File: src/rtl/dm_axi_master.sv
// MEM-stage data-memory AXI master: one single-beat read or write outstanding; completed tags feed hazard compare.
// Zero-wait slave gives tag valid 3 cycles after request; every AXI channel stalls on its own ready/valid.
module dm_axi_master #(
    parameter int              ID_W   = 4,
    parameter logic [ID_W-1:0] AXI_ID = 4'd1
) (
    input  logic            clk,
    input  logic            rst,
    input  logic            mem_mem_read_i,
    input  logic            mem_mem_store_i,
    input  logic [31:0]     mem_alu_result_i,
    input  logic [31:0]     mem_mem_wdata_i,
    input  logic [3:0]      mem_mem_web_i,
    input  logic            pipe_advance_i,
    output logic [31:0]     axi_raddr_o,
    output logic [31:0]     axi_rdata_o,
    output logic            axi_rvalid_o,
    output logic [31:0]     axi_waddr_o,
    output logic [31:0]     axi_wdata_o,
    output logic [3:0]      axi_web_o,
    output logic            axi_wvalid_o,
    output logic [ID_W-1:0] ARID,
    output logic [31:0]     ARADDR,
    output logic [3:0]      ARLEN,
    output logic [2:0]      ARSIZE,
    output logic [1:0]      ARBURST,
    output logic            ARVALID,
    input  logic            ARREADY,
    input  logic [ID_W-1:0] RID,
    input  logic [31:0]     RDATA,
    input  logic [1:0]      RRESP,
    input  logic            RLAST,
    input  logic            RVALID,
    output logic            RREADY,
    output logic [ID_W-1:0] AWID,
    output logic [31:0]     AWADDR,
    output logic [3:0]      AWLEN,
    output logic [2:0]      AWSIZE,
    output logic [1:0]      AWBURST,
    output logic            AWVALID,
    input  logic            AWREADY,
    output logic [31:0]     WDATA,
    output logic [3:0]      WSTRB,
    output logic            WLAST,
    output logic            WVALID,
    input  logic            WREADY,
    input  logic [ID_W-1:0] BID,
    input  logic [1:0]      BRESP,
    input  logic            BVALID,
    output logic            BREADY
);

    typedef enum logic [2:0] {IDLE, RD_ADDR, RD_DATA, WR_REQ, WR_RESP} state_t;

    state_t      state_q, state_d;
    logic [31:0] araddr_q, araddr_d;
    logic        arvalid_q, arvalid_d;
    logic        rready_q, rready_d;
    logic [31:0] awaddr_q, awaddr_d;
    logic        awvalid_q, awvalid_d;
    logic [31:0] wdata_q, wdata_d;
    logic [3:0]  wstrb_q, wstrb_d;
    logic [3:0]  web_q, web_d;
    logic        wvalid_q, wvalid_d;
    logic        bready_q, bready_d;
    logic [31:0] rtag_addr_q, rtag_addr_d;
    logic [31:0] rtag_data_q, rtag_data_d;
    logic        rtag_vld_q, rtag_vld_d;
    logic [31:0] wtag_addr_q, wtag_addr_d;
    logic [31:0] wtag_data_q, wtag_data_d;
    logic [3:0]  wtag_web_q, wtag_web_d;
    logic        wtag_vld_q, wtag_vld_d;

    logic rd_hit;
    logic wr_hit;
    logic aw_done;
    logic w_done;

    // Response IDs, codes and RLAST carry no information with a single outstanding beat.
    logic unused_inputs;
    assign unused_inputs = ^{RID, RRESP, RLAST, BID, BRESP};

    always_comb begin
        state_d     = state_q;
        araddr_d    = araddr_q;
        arvalid_d   = arvalid_q;
        rready_d    = rready_q;
        awaddr_d    = awaddr_q;
        awvalid_d   = awvalid_q;
        wdata_d     = wdata_q;
        wstrb_d     = wstrb_q;
        web_d       = web_q;
        wvalid_d    = wvalid_q;
        bready_d    = bready_q;
        rtag_addr_d = rtag_addr_q;
        rtag_data_d = rtag_data_q;
        wtag_addr_d = wtag_addr_q;
        wtag_data_d = wtag_data_q;
        wtag_web_d  = wtag_web_q;
        rtag_vld_d  = pipe_advance_i ? 1'b0 : rtag_vld_q;
        wtag_vld_d  = pipe_advance_i ? 1'b0 : wtag_vld_q;

        rd_hit  = rtag_vld_q && (rtag_addr_q == mem_alu_result_i);
        wr_hit  = wtag_vld_q && (wtag_addr_q == mem_alu_result_i) &&
                  (wtag_data_q == mem_mem_wdata_i) && (wtag_web_q == mem_mem_web_i);
        aw_done = !awvalid_q || AWREADY;
        w_done  = !wvalid_q || WREADY;

        case (state_q)
            IDLE: begin
                if (mem_mem_read_i && !rd_hit) begin
                    araddr_d  = mem_alu_result_i;
                    arvalid_d = 1'b1;
                    state_d   = RD_ADDR;
                end else if (mem_mem_store_i && !wr_hit) begin
                    awaddr_d  = mem_alu_result_i;
                    wdata_d   = mem_mem_wdata_i;
                    wstrb_d   = ~mem_mem_web_i;
                    web_d     = mem_mem_web_i;
                    awvalid_d = 1'b1;
                    wvalid_d  = 1'b1;
                    state_d   = WR_REQ;
                end
            end
            RD_ADDR: begin
                if (ARREADY) begin
                    arvalid_d = 1'b0;
                    rready_d  = 1'b1;
                    state_d   = RD_DATA;
                end
            end
            RD_DATA: begin
                if (RVALID) begin
                    rtag_addr_d = araddr_q;
                    rtag_data_d = RDATA;
                    rtag_vld_d  = 1'b1;
                    rready_d    = 1'b0;
                    state_d     = IDLE;
                end
            end
            WR_REQ: begin
                // AW and W retire independently; move on once neither is pending.
                if (awvalid_q && AWREADY) awvalid_d = 1'b0;
                if (wvalid_q && WREADY)   wvalid_d  = 1'b0;
                if (aw_done && w_done) begin
                    bready_d = 1'b1;
                    state_d  = WR_RESP;
                end
            end
            WR_RESP: begin
                if (BVALID) begin
                    wtag_addr_d = awaddr_q;
                    wtag_data_d = wdata_q;
                    wtag_web_d  = web_q;
                    wtag_vld_d  = 1'b1;
                    bready_d    = 1'b0;
                    state_d     = IDLE;
                end
            end
            default: state_d = IDLE;
        endcase
    end

    always_ff @(posedge clk) begin
        if (rst) begin
            state_q     <= IDLE;
            araddr_q    <= 32'd0;
            arvalid_q   <= 1'b0;
            rready_q    <= 1'b0;
            awaddr_q    <= 32'd0;
            awvalid_q   <= 1'b0;
            wdata_q     <= 32'd0;
            wstrb_q     <= 4'd0;
            web_q       <= 4'hF;
            wvalid_q    <= 1'b0;
            bready_q    <= 1'b0;
            rtag_addr_q <= 32'd0;
            rtag_data_q <= 32'd0;
            rtag_vld_q  <= 1'b0;
            wtag_addr_q <= 32'd0;
            wtag_data_q <= 32'd0;
            wtag_web_q  <= 4'hF;
            wtag_vld_q  <= 1'b0;
        end else begin
            state_q     <= state_d;
            araddr_q    <= araddr_d;
            arvalid_q   <= arvalid_d;
            rready_q    <= rready_d;
            awaddr_q    <= awaddr_d;
            awvalid_q   <= awvalid_d;
            wdata_q     <= wdata_d;
            wstrb_q     <= wstrb_d;
            web_q       <= web_d;
            wvalid_q    <= wvalid_d;
            bready_q    <= bready_d;
            rtag_addr_q <= rtag_addr_d;
            rtag_data_q <= rtag_data_d;
            rtag_vld_q  <= rtag_vld_d;
            wtag_addr_q <= wtag_addr_d;
            wtag_data_q <= wtag_data_d;
            wtag_web_q  <= wtag_web_d;
            wtag_vld_q  <= wtag_vld_d;
        end
    end

    assign ARID    = AXI_ID;
    assign ARADDR  = araddr_q;
    assign ARLEN   = 4'd0;
    assign ARSIZE  = 3'b010;
    assign ARBURST = 2'b01;
    assign ARVALID = arvalid_q;
    assign RREADY  = rready_q;

    assign AWID    = AXI_ID;
    assign AWADDR  = awaddr_q;
    assign AWLEN   = 4'd0;
    assign AWSIZE  = 3'b010;
    assign AWBURST = 2'b01;
    assign AWVALID = awvalid_q;

    assign WDATA   = wdata_q;
    assign WSTRB   = wstrb_q;
    assign WLAST   = 1'b1;
    assign WVALID  = wvalid_q;
    assign BREADY  = bready_q;

    assign axi_raddr_o  = rtag_addr_q;
    assign axi_rdata_o  = rtag_data_q;
    assign axi_rvalid_o = rtag_vld_q;
    assign axi_waddr_o  = wtag_addr_q;
    assign axi_wdata_o  = wtag_data_q;
    assign axi_web_o    = wtag_web_q;
    assign axi_wvalid_o = wtag_vld_q;

endmodule

File: config.mk
export PLATFORM = sky130hd
export DESIGN_NAME = dm_axi_master
export DESIGN_NICKNAME = d
export VERILOG_FILES = /design/src/rtl/dm_axi_master.sv
export SDC_FILE = /design/constraint.sdc
export NUM_CORES = 1
export LEC_CHECK = 0
export CAP_MARGIN = 20
export CORE_AREA = 4 4 150 152
export DETAILED_ROUTE_END_ITERATION = 6
export DIE_AREA = 0 0 154 156
export DONT_BUFFER_PORTS = 1
export PLACE_DENSITY = 0.64
export SETUP_SLACK_MARGIN = 0.4
export SKIP_CTS_REPAIR_TIMING = 1
export SKIP_LAST_GASP = 1
export SLEW_MARGIN = 10
export SYNTH_ARGS = -nofsm -noshare
export SYNTH_HDL_FRONTEND = slang
export SYNTH_SLANG_ARGS = --single-unit
File: constraint.sdc
create_clock -name clk -period 4 [get_ports clk]
set_input_delay 0.4 -clock clk [delete_from_list [all_inputs] [get_ports clk]]
set_output_delay 0.4 -clock clk [all_outputs]
set_load 0.01 [all_outputs]
Word-level counts from Yosys, hierarchy flattened
Cells that the tools add are included.
- equal/unequal tests: 18
- muxes and demuxes: 28
- bitwise operators: 2
- reductions and logical operators: 30
- operator list (kind ; number):
    32-bit equality test ; 3
    3-bit two-way mux ; 6
    2-bit != test, second input constant ; 9
    1-bit two-way mux ; 16
    3-bit one-hot mux with 5 select lines ; 1
    3-bit AND reduction ; 4
    1-bit one-hot mux with 2 select lines ; 5
    1-bit logical AND ; 9
    4-bit AND reduction ; 2
    2-bit nonzero test ; 4
    3-bit by 2-bit equality test with 1-bit output, second input constant ; 2
    2-bit AND reduction ; 3
    5-bit AND reduction ; 1
    4-bit equality test ; 1
    1-bit logical NOT ; 4
    4-bit NOT ; 1
    3-bit by 1-bit equality test with 1-bit output, second input constant ; 1
    3-bit equality test, second input constant ; 1
    3-bit logical NOT ; 1
    3-bit != test, second input constant ; 1
    1-bit logical OR ; 2
    1-bit NOT ; 1
- register bits after elaboration: 246
- bits of input ports: 123
- output and inout port bits: 266
- logic and storage cells: 96

Depth between registers and ports, before layout
Gate-level depths: netlist (run 1).
- depth after elaboration: 9
- gate-level depth with buffers: 9
- gate-level depth less buffers: 7

Worst setup path after synthesis (run 1)
No wires, ideal clock.
- path kind: in2reg
- start point: input mem_alu_result_i[6]
- end point: register awaddr_q[12], in the netlist AWADDR[12]
- library setup time: 132 ps
- arrival time: 2219 ps
- data required time: 3868 ps
- setup slack: 1649 ps
- stages: 9
- buffers on the path: 2
- cell sequence: xor2_1 -> nor4_1 -> nand4_1 -> o31a_1 -> or4_4 -> buf_2 -> buf_2 -> o21ai_1 -> a21oi_1
- cells in the longest elaborated chain, start to end: 7
- elaborated cells on any way between the ends: 12
- classes of those cells: 2 x eq/ne; 1 x bitwise; 9 x reduce/logical
- RTL lines (what ; RTL line ; text):
    start: declaration ; 11 ; input logic [31:0] mem_alu_result_i,
    32-bit equality test ; 104 ; wr_hit = wtag_vld_q && (wtag_addr_q == mem_alu_result_i) &&
    1-bit logical AND (2 in a row) ; 104 ;
    1-bit logical AND ; 105 ; (wtag_data_q == mem_mem_wdata_i) && (wtag_web_q == mem_mem_web_i);
    1-bit logical NOT ; 115 ; end else if (mem_mem_store_i && !wr_hit) begin
    1-bit logical AND ; 115 ;
    3-bit AND reduction (no source line) (*) ; -- ;
    end signal: assignment ; 189 ; awaddr_q <= awaddr_d;
    end: declaration ; 59 ; logic [31:0] awaddr_q, awaddr_d;
Mark *: on every way between the ends. The rest lies on a longest branch, timed or not.
A chain may end at the register's enable or synchronous reset.

Worst setup path in the final report (run 1)
- start point: register wtag_data_q[25], in the netlist axi_wdata_o[25]
- end point: register wvalid_q, in the netlist WVALID
- cells in the longest elaborated chain, start to end: 7
- RTL lines (what ; RTL line ; text):
    start: declaration ; 70 ; logic [31:0] wtag_data_q, wtag_data_d;
    start signal: assignment ; 200 ; wtag_data_q <= wtag_data_d;
    32-bit equality test ; 105 ;
    1-bit logical AND ; 104 ;
    1-bit logical AND ; 105 ;
    1-bit logical NOT ; 115 ;
    1-bit logical AND ; 115 ;
    2-bit != test (no source line) ; -- ;
    4-bit AND reduction (no source line) ; -- ;
    end signal: assignment ; 194 ; wvalid_q <= wvalid_d;
    end: declaration ; 64 ; logic wvalid_q, wvalid_d;
No other way between the ends.

==> results of run 1 <==
==> registers in the layout, summed over array words and instances, names as in the netlist <==
register	flops
ARADDR	32
AWADDR	32
WDATA	32
axi_raddr_o	32
axi_rdata_o	32
axi_waddr_o	32
axi_wdata_o	32
WSTRB	4
axi_web_o	4
web_q	4
state_q	3
ARVALID	1
AWVALID	1
BREADY	1
RREADY	1
WVALID	1
axi_rvalid_o	1
axi_wvalid_o	1
==> through the flow <==
| step | instances | hold slack (ps) | total power [mW] |
|---|---|---|---|
| final | 1481 | -1.08 | 5.78 |
| after global routing | 1481 | 1.91 | 5.97 |
| after global placement | 1420 | 453 | 3.20 |
| after CTS | 1470 | -72.1 | 5.76 |
| after detailed placement | 1420 | 460 | 3.21 |
| after floorplan | 1253 | 442 | 3.11 |
==> synth_stat cells <==
master	count	share of area, %
o41a_1	1	0.11
inv_1	13	0.48
nand2_1	269	10
a31oi_1	2	0.12
o31a_1	5	0.43
nor2_1	38	1.4
o21ai_0	22	1.1
or4_1	4	0.30
nor4_2	1	0.12
o2111ai_1	2	0.17
and3_1	1	0.062
nor2_4	1	0.11
nor3_1	3	0.15
nand3b_1	6	0.45
o22ai_1	1	0.062
o41ai_4	1	0.27
o21bai_1	1	0.074
buf_2	13	0.64
clkbuf_1	73	2.7
xor2_1	46	4.0
o221ai_1	3	0.26
buf_1	3	0.11
nor4_1	13	0.81
o2bb2ai_1	1	0.087
and2_1	1	0.062
conb_1	2	0.074
o311a_1	1	0.099
or4_4	1	0.11
nand3_1	69	3.4
nor2b_1	2	0.12
xnor2_1	43	3.7
a2111oi_0	3	0.26
dfxtp_1	246	49
nand4_1	12	0.74
clkbuf_2	1	0.050
a21oi_1	204	10
mux2i_1	32	3.2
nand2b_1	12	0.74
a22oi_1	1	0.074
o21ai_1	47	2.3
buf_6	1	0.11
buf_4	27	2.0
==> placed cells by master, fill, tap and decap left out, drive strengths merged, types with 9 or more instances in the layout <==
cell type and n:
nor4 14, clkbuf 41, dfxtp 246, dlygate4sd3 9, a21oi 204, inv 14, buf 12, xor2 46
nand2 269, nand4 12, xnor2 43, o21ai 69, conb 27, mux2i 32, nor2 39, nand3 69
nand2b 12
==> worst paths after layout <==
kind / to / depth (start not counted) / slack (ps)
setup / recovery: WVALID / 8 / 880
hold reg to reg: axi_web_o[3] / 2 / 470
setup reg to reg: WVALID / 8 / 880
hold / removal: axi_rdata_o[22] / 2 / -1
==> metal layers <==
metal  up-vias  wire (um)
li1       3994          -
met1      3927      13000
met2       418      16600
met3        40       4190
met4         0        627
met5         -          0
==> logic make-up (layout without fill, tap and decap cells) <==
logic type,count (synthesis),in the layout
xor+xnor,89,89
mux,32,32
compound gates,295,295
flops,246,246
other cells,2,27
simple gates,433,433
buf+inv,131,84
==> worst max-delay path, stage by stage, from the launching register on <==
cell and delay, ps:
dfxtp_1 360, xnor2_1 270, o221ai_1 150, a2111oi_0 570, nand2_1 210, o41a_2 840
buf_12 320, a21oi_1 170, nor2_1 60
==> power groups by stage <==
stage | combinational, mW | sequential (mW) | clock [mW]
6_report | 0.513 | 2.70 | 2.57
5_1_grt | 0.567 | 2.71 | 2.69
4_1_cts | 0.456 | 2.70 | 2.60
3_5_place_dp | 0.454 | 2.76 | 0
3_3_place_gp | 0.447 | 2.76 | 0
2_1_floorplan | 0.403 | 2.71 | 0
==> layout make-up <==
class | count | area share, %
inverter | 13 | 0.436
clock buffer | 41 | 7.14
timing repair buffer | 21 | 2.30
multi-input combinational | 876 | 41.8
tap | 275 | 3.08
sequential | 246 | 44.0
clock inverter | 9 | 1.16
==> results.md, run 1 <==
* Sequential share of power at 46.7%
* Total number of vias at 8379
* Fraction of the mapped netlist area in adder cells at 0%
* IO Port Bufs at 0
* Total of endpoints with negative setup slack in the final report at 0
* PD cells at 517 mW/mm^2
* Clock sinks at 246
* Fraction of final layout cells with drive strength greater than 1 at 5.31%
* Worst slack at placement at 969 ps
* Start point of the worst min-delay path: RDATA[22]
* Layout net count at 1308
* Netlist area before placement at 0.0101 mm^2
* Pin count of the biggest net entering global routing at 251
* Ports at 389
* Worst vdd rail ir drop at 0.319 mV
* RSZ-0062 raised after global routing: no
* Achievable Freq at 320 MHz
* Buffer type at the clock tree root: clkbuf_16
* Yosys cell types at 42
* Number of cell rows at 53
* Syn-to-layout area delta at 10.7%
* Min setup slack post-route at 877 ps
* Crit share post-route at 78.1%
* Maxcap violations at 0
* Core Box Area at 0.0210 mm^2
* Drt via density at 5.66
* Final period demand of the worst path at 3120 ps
* First-pass GRT wire length at 49400 um
* WL final at 34400 um
* Placer's final routability congestion estimate at 0.884
* FF/Latch Area at 0.00492 mm^2
* Simple-Gate Fraction of Synth Area at 18.6%
* Critical path data required time at 4390 ps
* Number of diodes added for antenna fixing at 0
* Cell count after synthesis at 1228
* Highest-utilization routing layer at the global route stage: met2
* Antenna Nets Post-Route at 0
* Combinational power share at 8.9%
* Relative slew slack at 38.3%
* Initial DRC Count at 744
* Chip Width at 154 um
* Post-detailed-route DRC marker count at 0
* Met1 demand-to-capacity share in global routing at 32.6%
* Per-instance average area after synthesis at 8.23 um^2
* Category of the worst setup path launch point: flip-flop
* Via count of the first global-routing pass at 7757
* Final instance area at 0.0112 mm^2
* Cell Int Power at 4.29 mW
* Proportion of synthesized chip area in sequential cells at 48.8%
* Warnings, synthesis at 0
* Post-Synth XOR/XNOR Area at 7.72%
* Post-detail-place hpwl at 23200 um
* Combinational family with the most area after synthesis: simple AND/OR/NAND/NOR gates
* Placed cell area at 0.0101 mm^2
* Total negative setup slack at 0 ps
* Layout filler cell count at 1953
* Flops & latches, synth at 246
* Worst hold path class: input port to flip-flop
* Aggregate global-route resource usage at 26.3%
* Clock-pin slew on the worst setup and hold paths at 60 ps
* Synthesized-area fraction occupied by ao, oa, aoi and oai cells at 15.6%
* Worst-case hold slack at -1.08 ps
* Mux contribution to synthesized area at 3.17%
* Category of the most critical setup path: flip-flop to flip-flop
* TritonRoute pass-1 iters at 6
* Final Util at 53.2%
* Max clock buf depth at 3
* Largest fanout on the critical path at 34
* Initial core utilization at 48.1%
* Pins over their slew limit at 0
* Result of the run: finished with violations
* Remaining Overflow, GRT at 0
* Final hold violations at 1
* Critical Path Sink Type: flip-flop
* R2R Path Start: axi_wdata_o[25]
* DIE AREA at 0.0240 mm^2
* Launch point of the critical path: axi_wdata_o[25]
* Static Leakage at 3.93 nW
* Final routed wire length divided by cell count at 23.3 um
* Clock Skew at 17.5 ps
* Met3 capacity usage during global routing at 10.5%
* Net switching power of the design at 1.49 mW
* Worst-Skew Late Latency at 540 ps
* Clock tree from TritonCTS: built
* Arrival @ worst endpoint at 3510 ps
* Clock share of power at 44.4%
* H-Tree Level Count at 1
* Height of the die at 156 um
* M2 GR Usage at 43.3%
* Switching part of the total at 25.8%
* Initial antenna violation count at 0
* Failing checks: hold timing
* Multi-input logic area at 0.00468 mm^2
* CTS Buf Count at 27
* Slew at the pin with the worst max-slew slack at 925 ps
No activity file was read; power rests on OpenSTA's default activity.
==> run 2: changes to the inputs <==
==> constraint.sdc (replaced) <==
create_clock -name clk -period 2.9 [get_ports clk]
set_input_delay 0.29 -clock clk [delete_from_list [all_inputs] [get_ports clk]]
set_output_delay 0.29 -clock clk [all_outputs]
set_load 0.01 [all_outputs]
==> results.md, run 2 (synthesis gave the netlist of run 1 again) <==
* Result of the run: finished with violations
* Failing checks: hold timing
* Post-detailed-route DRC marker count at 0 (unchanged)
* M2 GR Usage at 43.8% (+0.52 points)
* Post-detail-place hpwl at 23700 um (+1.9%)
* Worst-case hold slack at -170 ps (-169 ps)
* WL final at 37400 um (+8.5%)
* Number of diodes added for antenna fixing at 0 (unchanged)
* Worst vdd rail ir drop at 0.428 mV (+34%)
* Pins over their slew limit at 0 (unchanged)
* Cell type of the slowest stage on the worst timing path: or4_4
* Pin count of the biggest net entering global routing at 251 (unchanged)
* Critical path data required time at 3310 ps (-1080 ps)
* DIE AREA at 0.0240 mm^2 (unchanged)
* Post-layout power at 8.08 mW (+40%)
* Fraction of final layout cells with drive strength greater than 1 at 15.9% (+11 points)
* Arrival @ worst endpoint at 3070 ps (-440 ps)
* IO Port Bufs at 0 (unchanged)
* PD cells at 639 mW/mm^2 (+23%)
* Remaining Overflow, GRT at 0 (unchanged)
* Commonest non-fill, non-tap cell in the layout: nand2_1
* Multi-input logic area at 0.00518 mm^2 (+11%)
* Relative slew slack at 64.9% (+27 points)
* Slew at the pin with the worst max-slew slack at 526 ps (-399 ps)
* Drt via density at 5.72 (+1.2%)
* Via count of the first global-routing pass at 7858 (+1.3%)
* Total of endpoints with negative setup slack in the final report at 0 (unchanged)
* Initial antenna violation count at 0 (unchanged)
* FF/Latch Area at 0.00495 mm^2 (+0.46%)
* Chip Width at 154 um (unchanged)
* TritonRoute pass-1 iters at 5 (-1)
* Number of buffer and inverter stages on the critical path at 0 (-1)
* Buffer type at the clock tree root: clkbuf_16
* Worst-path cell chain: xor2_1 -> nor3_1 -> nand3_1 -> o31a_1 -> or4_4 -> or4_4 -> o31a_1
* Largest fanout on the critical path at 5 (-85%)
* Final Util at 60.2% (+7.0 points)
* Syn-to-layout area delta at 25.3%
* Total number of vias at 8907 (+6.3%)
* Highest-utilization routing layer at the global route stage: met2
* Clock Skew at 9.89 ps (-7.64 ps)
* Layout filler cell count at 1799 (-7.9%)
* Total negative setup slack at 0 ps (unchanged)
* Core Box Area at 0.0210 mm^2 (unchanged)
* First-pass GRT wire length at 49700 um (+0.76%)
* Placer's final routability congestion estimate at 0.903 (+2.1%)
* Height of the die at 156 um (unchanged)
* Final hold violations at 209 (+208)
* Category of the most critical setup path: flip-flop to flip-flop
* Aggregate global-route resource usage at 26.4% (+0.12 points)
* Final period demand of the worst path at 2660 ps (-464 ps)
* Antenna Nets Post-Route at 0 (unchanged)
* Largest delay share family, worst path: simple AND/OR/NAND/NOR gates
* Clock sinks at 246 (unchanged)
* Clock tree from TritonCTS: built
* Layout net count at 1387 (+6.0%)
* Achievable Freq at 376 MHz (+17%)
* Met1 demand-to-capacity share in global routing at 32.7% (+0.088 points)
* Crit share post-route at 91.7% (+14 points)
* Clock-pin slew on the worst setup and hold paths at 60 ps (about the same)
* Max clock buf depth at 3 (unchanged)
* Worst hold path class: input port to flip-flop
* Critical Path Sink Type: flip-flop
* CTS Buf Count at 27 (unchanged)
* Most used cells in the layout excluding fill and tap cells: nand2_1, dfxtp_1, a21oi_1
* Initial DRC Count at 941 (+26%)
* Ports at 389 (unchanged)
* RSZ-0062 raised after global routing: yes
* Final routed wire length divided by cell count at 24.0 um (+3.3%)
* H-Tree Level Count at 1 (unchanged)
* Met3 capacity usage during global routing at 10.1% (-0.47 points)
* Initial core utilization at 48.1% (unchanged)
* Category of the worst setup path launch point: flip-flop
* Number of cell rows at 53 (unchanged)
* Stage delay of the slowest cell on the critical path at 530 ps (-310 ps)
* Maxcap violations at 0 (unchanged)
* Static Leakage at 4.56 nW (+16%)
* Worst-Skew Late Latency at 520 ps (-20 ps)
==> run 2: changes by cell type in the layout (fill, tap and decap cells not counted), moves of 15 or more <==
cell	previous run	this run
nand3_2	0	25
dfxtp_1	246	230
a21oi_1	204	184
nand3_1	68	38
dlygate4sd3_1	9	40
a21oi_2	0	20
dfxtp_2	0	15
==> run 2: routing by layer <==
metal | vias to the layer above | part of all wire, %
li1 | 4180 | -
met1 | 4175 | 37
met2 | 498 | 48
met3 | 54 | 12
met4 | 0 | 2.5
met5 | - | 0
==> run 2: area by class of cell <==
| cell class | count | share of cell area (%) |
|---|---|---|
| clock buffer | 38 | 5.98 |
| clock inverter | 8 | 0.909 |
| inverter | 13 | 0.386 |
| multi-input combinational | 879 | 41.0 |
| sequential | 246 | 39.1 |
| tap | 275 | 2.72 |
| timing repair buffer | 97 | 9.95 |
==> run 2: final timing paths <==
path	from	to	slack, ps	cells past startpoint
worst max-delay path	axi_raddr_o[13]	web_q[1]	240	7
worst min-delay path	rst	axi_rdata_o[9]	-170	1
worst max register to register	axi_raddr_o[13]	web_q[1]	240	7
worst min register to register	web_q[0]	web_q[0]	480	1
==> run 2: power breakdown <==
part,switching [mW],internal (mW),leakage [nW]
Combinational,0.524,0.420,2.13
Clock,1.35,2.07,0.432
Sequential,0.207,3.52,2.00
==> run 2: metrics by stage <==
| step | worst slack, ps | cell area [um^2] | instances |
|---|---|---|---|
| 2_1_floorplan | 608 | 10200 | 1253 |
| 3_3_place_gp | 166 | 10300 | 1437 |
| 3_5_place_dp | 162 | 10300 | 1437 |
| 4_1_cts | 77.7 | 11200 | 1483 |
| 5_1_grt | 193 | 12700 | 1556 |
| 6_report | 241 | 12700 | 1556 |
==> run 2: worst register-to-register path: stages (launching register included) <==
cell     delay (ps)
dfxtp_1         350
xor2_1          160
nor3_1          400
nand3_1         120
o31a_1          390
or4_4           530
or4_4           460
o31a_1          130
==> run 3: changes to the inputs <==
==> constraint.sdc (replaced) <==
create_clock -name clk -period 2.9 [get_ports clk]
set_input_delay 0.29 -clock clk [delete_from_list [all_inputs] [get_ports clk]]
set_output_delay 0.29 -clock clk [all_outputs]
set_load 0.05 [all_outputs]
==> results.md, run 3 (synthesis gave the netlist of run 1 again) <==
* Result of the run: finished with violations
* Failing checks: hold timing
* Height of the die at 156 um (unchanged)
* Via count of the first global-routing pass at 8212 (+4.5%)
* Clock share of power at 40.9% (-1.3 points)
* Initial antenna violation count at 0 (unchanged)
* PD cells at 650 mW/mm^2 (+1.7%)
* Syn-to-layout area delta at 29.8%
* Switching part of the total at 29.7% (+4.0 points)
* RSZ-0062 raised after global routing: yes
* Post-detail-place hpwl at 24300 um (+2.5%)
* Maxcap violations at 0 (unchanged)
* Slew at the pin with the worst max-slew slack at 648 ps (+122 ps)
* Total of endpoints with negative setup slack in the final report at 0 (unchanged)
* Layout net count at 1491 (+7.5%)
* Number of diodes added for antenna fixing at 0 (unchanged)
* Buffer type at the clock tree root: clkbuf_16
* Fraction of final layout cells with drive strength greater than 1 at 18.7% (+2.8 points)
* CTS Buf Count at 26 (-3.7%)
* Remaining Overflow, GRT at 0 (unchanged)
* Final routed wire length divided by cell count at 22.5 um (-6.3%)
* Pin count of the biggest net entering global routing at 251 (unchanged)
* IO Port Bufs at 0 (unchanged)
* Drt via density at 5.61 (-2.0%)
* Static Leakage at 5.08 nW (+11%)
* Worst hold path class: input port to flip-flop
* Final hold violations at 143 (-32%)
* Sequential share of power at 47.9% (+1.8 points)
* Arrival @ worst endpoint at 3160 ps (+90 ps)
* Initial core utilization at 48.1% (unchanged)
* Total negative setup slack at 0 ps (unchanged)
* WL final at 37400 um (+0.19%)
* Worst-case hold slack at -139 ps (+30.6 ps)
* Total number of vias at 9332 (+4.8%)
* Clock Skew at 18.9 ps (+9.03 ps)
* Max clock buf depth at 3 (unchanged)
* Commonest non-fill, non-tap cell in the layout: nand2_1
* Crit share post-route at 94.3% (+2.6 points)
* DIE AREA at 0.0240 mm^2 (unchanged)
* Final period demand of the worst path at 2730 ps (+75.6 ps)
* TritonRoute pass-1 iters at 6 (+1)
* Initial DRC Count at 773 (-18%)
* Chip Width at 154 um (unchanged)
* Worst-Skew Late Latency at 530 ps (about the same)
* Clock sinks at 246 (unchanged)
* Cell Int Power at 5.98 mW (-0.37%)
* Core Box Area at 0.0210 mm^2 (unchanged)
* Achievable Freq at 366 MHz (-2.8%)
* Largest fanout on the critical path at 4 (-1)
* First-pass GRT wire length at 50800 um (+2.1%)
* Pins over their slew limit at 0 (unchanged)
* Post-detailed-route DRC marker count at 0 (unchanged)
* Combinational power share at 11.2% (-0.5 points)
* Clock tree from TritonCTS: built
* H-Tree Level Count at 1 (unchanged)
* Net switching power of the design at 2.53 mW (+22%)
* Worst vdd rail ir drop at 0.474 mV (+11%)
* Most used cells in the layout excluding fill and tap cells: nand2_1, dfxtp_1, a21oi_1
* Category of the worst setup path launch point: flip-flop
* Ports at 389 (unchanged)
* Aggregate global-route resource usage at 26.7% (+0.32 points)
* Number of cell rows at 53 (unchanged)
* Critical path data required time at 3320 ps (about the same)
* Antenna Nets Post-Route at 0 (unchanged)
* Final Util at 62.3% (+2.1 points)
* Relative slew slack at 56.7% (-8.2 points)
* Placer's final routability congestion estimate at 0.888 (-1.6%)
* Clock-pin slew on the worst setup and hold paths at 60 ps (about the same)
* Category of the most critical setup path: flip-flop to flip-flop
* Critical Path Sink Type: flip-flop
==> run 3: cell types whose count changed in the layout (fill, tap and decap cells not counted), sizes merged <==
cell,delta
or4,-1
clkinv,+2
clkbuf,-5
clkinvlp,+1
o41a,-2
buf,+93
dlygate4sd3,+19
==> run 3: final timing paths <==
path	from	slack (ps)	cells after the start	to
max	axi_raddr_o[6]	170	8	web_q[3]
min	rst	-140	1	WDATA[31]
max reg2reg	axi_raddr_o[6]	170	8	web_q[3]
min reg2reg	web_q[1]	480	2	axi_web_o[1]
==> run 3: routing by layer <==
| metal | vias up | global-route usage (%) | wire [um] | share of wire [%] |
|---|---|---|---|---|
| met5 | - | 0 | 0 | 0 |
| met4 | 0 | 6.14 | 873 | 2.3 |
| met3 | 67 | 10.8 | 4680 | 13 |
| met2 | 514 | 44.1 | 17700 | 47 |
| met1 | 4390 | 32.9 | 14200 | 38 |
| li1 | 4361 | - | - | - |
==> run 3: critical path, cell delays in order (launching register included) <==
cell and delay [ps]:
dfxtp_2 320, xor2_1 170, nor4_2 330, nand4_1 160, o31a_1 360, or4_4 610, buf_6 160, or4_4 410
o31a_1 110
==> run 3: layout make-up <==
class / count / area, um^2
clock buffer: 37 / 763
clock inverter: 11 / 133
fill: 1819 / 7920
inverter: 13 / 48.8
multi-input combinational: 876 / 4880
sequential: 246 / 4950
tap: 275 / 344
timing repair buffer: 205 / 1990
==> run 3: metrics by stage <==
stage	instance area, um^2	cells	hold slack [ps]	power (mW)	setup WS, ps
5_1_grt	13100	1663	-188	8.78	96.6
2_1_floorplan	10200	1253	426	4.74	402
6_report	13100	1663	-139	8.51	166
3_5_place_dp	11000	1533	379	4.92	194
4_1_cts	11900	1581	-182	8.37	180
3_3_place_gp	11000	1533	376	4.90	176
==> run 3: power by group through the flow <==
| stage | combinational (mW) | clock [mW] | sequential, mW |
|---|---|---|---|
| after global routing | 1.02 | 3.66 | 4.10 |
| after floorplan | 0.618 | 0 | 4.13 |
| final | 0.951 | 3.48 | 4.08 |
| after CTS | 0.768 | 3.52 | 4.08 |
| after global placement | 0.755 | 0 | 4.15 |
| after detailed placement | 0.764 | 0 | 4.15 |
